### src/rtl/tlut_result_drain_pkg.sv
// Shared types and defaults for the TLUT result-side controller.
package tlut_pkg;

  typedef enum logic [1:0] {
    IDLE,
    RUN,
    SETTLE,
    DRAIN
  } drain_state_t;

  localparam int TLUT_DIM_MULT  = 9;
  localparam int TLUT_ACC_WIDTH = 8;

  // Lane total needs enough headroom that DIM_MULT full-scale lanes never overflow.
  function automatic int sum_width(input int dim, input int acc);
    return acc + $clog2(dim);
  endfunction

endpackage

### src/rtl/tlut_result_drain_if.sv
// Downstream result stream: one snapshot lane per beat, valid/ready handshake.
interface tlut_result_drain_if #(
  parameter int ACC_WIDTH  = 8,
  parameter int LANE_WIDTH = 4,
  parameter int SUM_WIDTH  = 12
) ();

  logic                  out_valid;
  logic                  out_ready;
  logic [ACC_WIDTH-1:0]  out_data;
  logic [LANE_WIDTH-1:0] out_lane;
  logic                  out_last;
  logic [SUM_WIDTH-1:0]  out_total;

  modport master (
    output out_valid, out_data, out_lane, out_last, out_total,
    input  out_ready
  );

  modport slave (
    input  out_valid, out_data, out_lane, out_last, out_total,
    output out_ready
  );

endinterface

### src/rtl/tlut_result_drain_lane_sum.sv
// Combinational reduction of all cell lanes into one unsigned total.
module tlut_lane_sum #(
  parameter int DIM_MULT  = 9,
  parameter int ACC_WIDTH = 8,
  parameter int SUM_WIDTH = 12
) (
  input  logic [DIM_MULT-1:0][ACC_WIDTH-1:0] lanes_i,
  output logic [SUM_WIDTH-1:0]               sum_o
);

  always_comb begin
    sum_o = '0;
    for (int i = 0; i < DIM_MULT; i++) begin
      sum_o = sum_o + SUM_WIDTH'(lanes_i[i]);
    end
  end

endmodule

### src/rtl/tlut_result_drain.sv
// Runs one accumulation window on the SIMD cell, then snapshots and streams
// every lane downstream with the lane total on the final beat.
module tlut_result_drain
  import tlut_pkg::*;
#(
  parameter int DIM_MULT      = TLUT_DIM_MULT,
  parameter int ACC_WIDTH     = TLUT_ACC_WIDTH,
  parameter int WINDOW        = 16,
  parameter int SETTLE_CYCLES = 2,
  parameter int SUM_WIDTH     = sum_width(DIM_MULT, ACC_WIDTH)
) (
  input  logic                              clk,
  input  logic                              rst,
  input  logic                              start,
  output logic                              busy,
  output logic                              cell_enable,
  input  logic [DIM_MULT-1:0][ACC_WIDTH-1:0] accumulated_mult,
  tlut_result_drain_if.master               out_if
);

  localparam int LANE_WIDTH = $clog2(DIM_MULT);
  localparam int CNT_MAX    = (WINDOW > SETTLE_CYCLES) ? WINDOW : SETTLE_CYCLES;
  localparam int CNT_WIDTH  = $clog2(CNT_MAX + 1);
  localparam logic [LANE_WIDTH-1:0] LAST_LANE = LANE_WIDTH'(DIM_MULT - 1);

  drain_state_t                       state_q, state_d;
  logic [CNT_WIDTH-1:0]               cnt_q, cnt_d;
  logic [LANE_WIDTH-1:0]              lane_q, lane_d;
  logic [DIM_MULT-1:0][ACC_WIDTH-1:0] snap_q, snap_d;
  logic [SUM_WIDTH-1:0]               total_q, total_d;
  logic [SUM_WIDTH-1:0]               lane_sum;

  tlut_lane_sum #(
    .DIM_MULT  (DIM_MULT),
    .ACC_WIDTH (ACC_WIDTH),
    .SUM_WIDTH (SUM_WIDTH)
  ) u_lane_sum (
    .lanes_i (accumulated_mult),
    .sum_o   (lane_sum)
  );

  always_comb begin
    state_d = state_q;
    cnt_d   = cnt_q;
    lane_d  = lane_q;
    snap_d  = snap_q;
    total_d = total_q;
    case (state_q)
      IDLE: begin
        if (start) begin
          state_d = RUN;
          cnt_d   = CNT_WIDTH'(WINDOW - 1);
        end
      end
      RUN: begin
        if (cnt_q == '0) begin
          state_d = SETTLE;
          cnt_d   = CNT_WIDTH'(SETTLE_CYCLES - 1);
        end else begin
          cnt_d = cnt_q - CNT_WIDTH'(1);
        end
      end
      SETTLE: begin
        if (cnt_q == '0) begin
          state_d = DRAIN;
          snap_d  = accumulated_mult;
          total_d = lane_sum;
          lane_d  = '0;
        end else begin
          cnt_d = cnt_q - CNT_WIDTH'(1);
        end
      end
      DRAIN: begin
        // Snapshot stays frozen here; only the lane pointer advances on acceptance.
        if (out_if.out_ready) begin
          if (lane_q == LAST_LANE) begin
            state_d = IDLE;
          end else begin
            lane_d = lane_q + LANE_WIDTH'(1);
          end
        end
      end
      default: state_d = IDLE;
    endcase
  end

  always_ff @(posedge clk) begin
    if (rst) begin
      state_q <= IDLE;
      cnt_q   <= '0;
      lane_q  <= '0;
      snap_q  <= '0;
      total_q <= '0;
    end else begin
      state_q <= state_d;
      cnt_q   <= cnt_d;
      lane_q  <= lane_d;
      snap_q  <= snap_d;
      total_q <= total_d;
    end
  end

  // Outputs decode registered state only, so they hold steady during a stall.
  assign busy             = (state_q != IDLE);
  assign cell_enable      = (state_q == RUN);
  assign out_if.out_valid = (state_q == DRAIN);
  assign out_if.out_last  = out_if.out_valid && (lane_q == LAST_LANE);
  assign out_if.out_lane  = out_if.out_valid ? lane_q : '0;
  assign out_if.out_data  = out_if.out_valid ? snap_q[lane_q] : '0;
  assign out_if.out_total = out_if.out_last ? total_q : '0;

endmodule

### src/flat_wrapper.sv
// flat-port wrapper written by rule: the top's interface ports become plain ports
module tlut_result_drain_flat import tlut_pkg::*;
#(
  parameter int DIM_MULT      = TLUT_DIM_MULT,
  parameter int ACC_WIDTH     = TLUT_ACC_WIDTH,
  parameter int WINDOW        = 16,
  parameter int SETTLE_CYCLES = 2,
  parameter int SUM_WIDTH     = sum_width(DIM_MULT, ACC_WIDTH)
)
  (clk, rst, start, busy, cell_enable, accumulated_mult, out_if_out_valid, out_if_out_data, out_if_out_lane, out_if_out_last, out_if_out_total, out_if_out_ready);
  tlut_result_drain_if #(.ACC_WIDTH(ACC_WIDTH), .SUM_WIDTH(SUM_WIDTH)) out_if_i ();
  input  logic clk;
  input  logic rst;
  input  logic start;
  output logic busy;
  output logic cell_enable;
  input  logic [DIM_MULT-1:0][ACC_WIDTH-1:0] accumulated_mult;
  output wire logic [$bits(out_if_i.out_valid)-1:0] out_if_out_valid;
  output wire logic [$bits(out_if_i.out_data)-1:0] out_if_out_data;
  output wire logic [$bits(out_if_i.out_lane)-1:0] out_if_out_lane;
  output wire logic [$bits(out_if_i.out_last)-1:0] out_if_out_last;
  output wire logic [$bits(out_if_i.out_total)-1:0] out_if_out_total;
  input wire logic [$bits(out_if_i.out_ready)-1:0] out_if_out_ready;
  assign out_if_out_valid = out_if_i.out_valid;
  assign out_if_out_data = out_if_i.out_data;
  assign out_if_out_lane = out_if_i.out_lane;
  assign out_if_out_last = out_if_i.out_last;
  assign out_if_out_total = out_if_i.out_total;
  assign out_if_i.out_ready = out_if_out_ready;
  tlut_result_drain #(.DIM_MULT(DIM_MULT), .ACC_WIDTH(ACC_WIDTH), .WINDOW(WINDOW), .SETTLE_CYCLES(SETTLE_CYCLES), .SUM_WIDTH(SUM_WIDTH)) u_core (.clk(clk), .rst(rst), .start(start), .busy(busy), .cell_enable(cell_enable), .accumulated_mult(accumulated_mult), .out_if(out_if_i));
endmodule
### config.mk
export PLATFORM = sky130hd
export DESIGN_NAME = tlut_result_drain_flat
export DESIGN_NICKNAME = d
export VERILOG_FILES = /design/src/rtl/tlut_result_drain_pkg.sv /design/src/rtl/tlut_result_drain_if.sv /design/src/rtl/tlut_result_drain_lane_sum.sv /design/src/rtl/tlut_result_drain.sv /design/src/flat_wrapper.sv
export SDC_FILE = /design/constraint.sdc
export NUM_CORES = 1
export LEC_CHECK = 0
export CELL_PAD_IN_SITES_DETAIL_PLACEMENT = 1
export CELL_PAD_IN_SITES_GLOBAL_PLACEMENT = 2
export CORE_AREA = 5 5 160 162
export CTS_BUF_LIST = sky130_fd_sc_hd__clkbuf_8
export DETAILED_ROUTE_END_ITERATION = 16
export DIE_AREA = 0 0 165 167
export PLACE_DENSITY_LB_ADDON = 0.25
export SLEW_MARGIN = 40
export SYNTH_ARGS = -nofsm -noshare
export SYNTH_HDL_FRONTEND = slang
export SYNTH_SLANG_ARGS = --single-unit
### constraint.sdc
create_clock -name clk -period 5.5 [get_ports clk]
set_clock_uncertainty 0.2 [all_clocks]
set_input_delay 1.1 -clock clk [delete_from_list [all_inputs] [get_ports clk]]
set_output_delay 1.1 -clock clk [all_outputs]
set_load 0.02 [all_outputs]
# After elaboration in Yosys (flattened, before gate mapping)
# Index checks and enable logic that the tools add are counted.
[op_classes]
add_sub_neg = 10
magnitude_cmp = 1
eq_ne = 11
mux = 19
n_reduce_logical = 10
[op_table]
columns = ["cell", "n"]
rows = [
  ["12-bit by 8-bit adder with 12-bit output", 4],
  ["8-bit binary-select mux with 4-bit select", 1],
  ["4-bit two-way mux", 4],
  ["8-bit two-way mux", 2],
  ["5-bit two-way mux", 3],
  ["5-bit one-hot mux with 3 select lines", 1],
  ["11-bit by 8-bit adder with 12-bit output", 1],
  ["12-bit two-way mux", 1],
  ["10-bit by 8-bit adder with 11-bit output", 1],
  ["9-bit by 8-bit adder with 10-bit output", 1],
  ["2-bit two-way mux", 5],
  ["2-bit inequality test (second input constant)", 5],
  ["8-bit by 8-bit adder with 9-bit output", 1],
  ["2-bit one-hot mux with 4 select lines", 1],
  ["4-bit one-hot mux with 2 select lines", 1],
  ["5-bit zero test", 1],
  ["4-bit by 5-bit < comparator with 1-bit output (second input constant)", 1],
  ["5-bit AND reduction", 1],
  ["5-bit by 1-bit subtractor with 5-bit output (second input constant)", 1],
  ["4-bit by 1-bit adder with 4-bit output (second input constant)", 1],
  ["2-bit == test (second input constant)", 2],
  ["4-bit == test (second input constant)", 1],
  ["2-bit by 1-bit inequality test with 1-bit output (second input constant)", 2],
  ["4-bit AND reduction", 1],
  ["7 further kinds", 8],
]
[totals]
ff_bits = 95
inputBits = 76
output_inout_bits = 28
wordCells = 64

# Longest topological paths before layout
[depth]
depth_word = 8
ltp_mapped = 15
depth_no_buf = 15

# Hierarchy
# A second synthesis with hierarchy kept.
[hier_totals]
hier_cells = 765
area_unflattened_um2 = 6364.9
[modules_own_cells]
columns = ["mod", "n_inst", "cells_each", "area_per_inst_um2", "seq_area_each_um2"]
rows = [
  ["tlut_result_drain", 1, 537, 4360.4, 1901.8],
  ["tlut_lane_sum", 1, 228, 2004.4, 0.0],
]

# Least setup slack after synthesis
# No wires, ideal clock.
[synth_path]
kind = "input port to flip-flop"
start = "in accumulated_mult[3] (netlist bit)"
end = "reg u_core.total_q[9]"
setup_time_ps = 62
arrival_time_ps = 4659
required_ps = 5238
path_slack_ps = 579
stages = 13
n_path_buf = 0
cell_sequence = "inv_1 fa_1 inv_1 fa_1 fa_1 inv_1 fa_1 inv_1 ha_1 a211oi_1 o211ai_1 a2111o_1 nand3_1"
[synth_between]
elab_chain_len = 8
[synth_lines]
columns = ["item", "line", "text"]
rows = [
  ["from (decl)", "flat_wrapper.sv:17", "input logic [DIM_MULT-1:0][ACC_WIDTH-1:0] accumulated_mult;"],
  ["8-bit by 8-bit adder with 9-bit output", "tlut_result_drain_lane_sum.sv:14", "sum_o = sum_o + SUM_WIDTH'(lanes_i[i]);"],
  ["9-bit by 8-bit adder with 10-bit output", "tlut_result_drain_lane_sum.sv:14", ""],
  ["10-bit by 8-bit adder with 11-bit output", "tlut_result_drain_lane_sum.sv:14", ""],
  ["11-bit by 8-bit adder with 12-bit output", "tlut_result_drain_lane_sum.sv:14", ""],
  ["12-bit by 8-bit adder with 12-bit output (4 in series)", "tlut_result_drain_lane_sum.sv:14", ""],
  ["to (signal assigned)", "tlut_result_drain.sv:99", "total_q <= total_d;"],
  ["to (decl)", "tlut_result_drain.sv:30", "logic [SUM_WIDTH-1:0] total_q, total_d;"],
]
# Every way passes these cells.
# A chain may end at the register's enable or synchronous reset.

# Worst setup path after layout
[layout_path]
start = "in accumulated_mult[3] (netlist bit)"
end = "reg u_core.total_q[7]"
# The elaborated chain is that of the path after synthesis.

==> flow_summary_export.csv <==
group,metric,value,unit
critical_path,cp_cell_sequence,"clkdlybuf4s50_1 > inv_1 > fa_1 > inv_1 > fa_1 > fa_1 > inv_1 > fa_1 > inv_1 > ha_1 > a211oi_1 > buf_4 > o21bai_1 > a2111oi_0 > nand4b_1",
routing,drt_pass1_iterations,4,
critical_path,cp-endpoint,"u_core.total_q[7]",
die,core,24000,um2
critical_path,crit_fanout,3,
place,hpwl,14.4,mm
clocking,hold_buffers,0,
sta,setup_slack,0.247,ns
routing,wire_per_inst,16.5,um
power_and_ir_drop,finalPower,2.87,mW
sta,timing.hold.ws,0.257,ns
sta,tightest_slew,0.669,ns
routing,drtIter0Drc,204,
power_and_ir_drop,powerDensity,367,nW/um2
yosys,ys_types,50,
power_and_ir_drop,vdd_ir_drop_max,0.156,mV
place,gp_congestion,0.779,
layout,seqCellArea,1900,um2
grt,gr-total-overflow,0,
critical_path,slowest_stage,"fa_1",
clocking,clockBufferDepth,2,
critical_path,worst_path_largest_cell_delay,0.55,ns
yosys,synth_nets,864,
critical_path,crit_cells,15,
yosys,syn_inst,712,
die,num_rows,57,
clocking,clock_latency,0.38,ns
critical_path,worstPathRequired,5.62,ns
clocking,clk_pin_slew_worst_paths,0.10,ns
critical_path,crit_type,"in -> reg",
critical_path,r2r_setup_slack,2.57,ns
clocking,post_cts_resized,0,
worst_hold_path,hold_start,"u_core.snap_q[19]",
layout,multi_input_area,3720,um2
clocking,cts_sinks,95,
yosys,ys_seq_area_share,30.9,%
sta,setup_violations,0,
routing,drc,0,
layout,instances_no_fill,1131,
layout,final_cell_mix,"nand2_1 (163), clkdlybuf4s50_1 (102), inv_1 (98), dfxtp_1 (93), a21oi_1 (88)",
layout,fin_util,32.6,%
grt,grt_pass1_wl,30.7,mm
layout,final_nets,954,
critical_path,end_kind,"flip-flop",
die,die_h,167,um
place,place_ws,-0.173,ns
routing,antenna_left,0,
clocking,cts_buffers,9,
worst_hold_path,worstHoldPathCells,2,
status,status,"finished, final reports clean",
layout,n_antenna_cell,0,
grt,track_usage,14.2,%
critical_path,critPathTopFamily,"adder cells",
clocking,cts_tree,"done",
layout,final_layout_size_suffix_gt1_share,7.19,%
layout,final_common_cell,"nand2_1",
critical_path,timing.rr.end,"u_core.total_q[7]",
sta,maxSlewViolCount,0,
grt,antenna_found_initial,0,
clocking,cts-htree-levels,3,
critical_path,rr_worst_depth,7,
sta,relSlewSlack,55.3,%
yosys,yosysWarnings,0,
yosys,syn_area,6150,um2
clocking,cts-root-buf,"clkbuf_8",
layout,nFillCells,2856,
sta,max_freq,0.190,GHz
worst_hold_path,min_path_type,"reg -> reg",
sta,fin_crit,5.25,ns
routing,routed_wl,18.6,mm
die,initial_core_util,25.7,%
critical_path,arrival,5.37,ns
layout,syn2layout_area_growth,26.8,%
critical_path,startpoint,"accumulated_mult[3]",
clocking,cts_setup_buffers,0,
yosys,ys_ff_latch,95,
place,dp.cells,1115,
sta,fin_crit_sh,95.5,%
critical_path,crit_path_start_kind,"input port",
sta,finalHoldViolCount,0,
routing,avgViaCountPerCell,4.51,
yosys,synth_ff_type,"dfxtp_1",
place,io_buffer_count,103,
yosys,synth_edf_count,0,
grt,grt_max_degree,52,
critical_path,cp_num_buf_inv,6,
die,die_w,165,um
power_and_ir_drop,p_leak,2.93,nW
yosys,async_flop_share,0,%
job,cap_violations,0,
routing,num_vias,5098,
grt,grt_pass1_vias,5742,
critical_path,r2r-start,"u_core.cnt_q[0]",
sta,rsz0062_at_grt,"false",
die,die_area,27600,um2
yosys,synth_area_per_cell,8.64,um2
die,pin_count,104,
[kinds of logic after synthesis]
family / count (synthesis) / share of synthesized area (%)
muxes: 26 / 7.48
DFF: 95 / 30.9
AOI/OAI and AO/OA: 140 / 13.3
adders and majority gates: 76 / 22.0
buffers and inverters: 137 / 8.87
and+or+nand+nor: 238 / 17.4
[synthesized netlist by cell type, types with 4 or more instances]
master,n,area share (%)
inv_1,98,6.0
dfxtp_1,95,31
nor2b_1,4,0.41
o21ai_0,20,1.6
fa_1,54,18
nand2_1,164,10
buf_2,7,0.57
nand2b_1,8,0.81
nand3_1,5,0.41
o211ai_1,6,0.73
mux4_2,16,5.9
nand4b_1,6,0.85
a21oi_1,88,7.2
ha_1,22,4.5
buf_4,4,0.49
and2_1,14,1.4
clkbuf_1,23,1.4
nor2_1,18,1.1
mux2i_1,10,1.6
[how the worst min path moves through the flow]
stage | to | slack [ns]
6_report | u_core.snap_q[19] | 0.26
5_1_grt | u_core.snap_q[18] | 0.28
4_1_cts | u_core.snap_q[19] | 0.26
3_5_place_dp | u_core.snap_q[23] | 0.25
3_3_place_gp | u_core.snap_q[17] | 0.24
2_1_floorplan | u_core.total_q[6] | 0.23
[worst reg2reg max path, stage by stage (launching register included)]
cell	delay, ns
dfxtp_1	0.34
inv_1	0.09
ha_1	0.22
nor4b_2	0.58
nand2_4	0.45
buf_4	0.45
a2111oi_0	0.37
nand4b_1	0.17
[metal layers]
metal,part of all wire (%),GRT usage (%)
met5,0,0
met4,1.3,4.09
met3,2.8,2.05
met2,50,24.6
met1,46,18.1
[stage by stage]
| step | area [um2] | setup TNS [ns] |
|---|---|---|
| after floorplan | 6150 | 0 |
| after global placement | 7520 | -0.331 |
| after detailed placement | 7580 | -0.460 |
| after CTS | 7800 | 0 |
| after global routing | 7800 | 0 |
| final | 7800 | 0 |
[sequential cells by signal, indices dropped and copies added, names as in the netlist]
signal	cells
u_core.lane_q	4
u_core.total_q	12
u_core.snap_q	72
u_core.state_q	2
u_core.cnt_q	5
[final cells by class]
class,instances,share of cell area (%)
clock buffers,10,1.76
clock inverters,6,0.994
inverters,99,4.76
multi-input cells,480,47.7
flip-flops and latches,95,24.4
well taps,324,5.19
repair buffers,117,15.2
[power breakdown]
group	internal (mW)	total (mW)	switching (mW)
clock network	0.231	0.519	0.288
logic	0.679	1.54	0.861
registers	0.758	0.808	0.0506
Note: power is estimated with default switching activity, not from simulation.
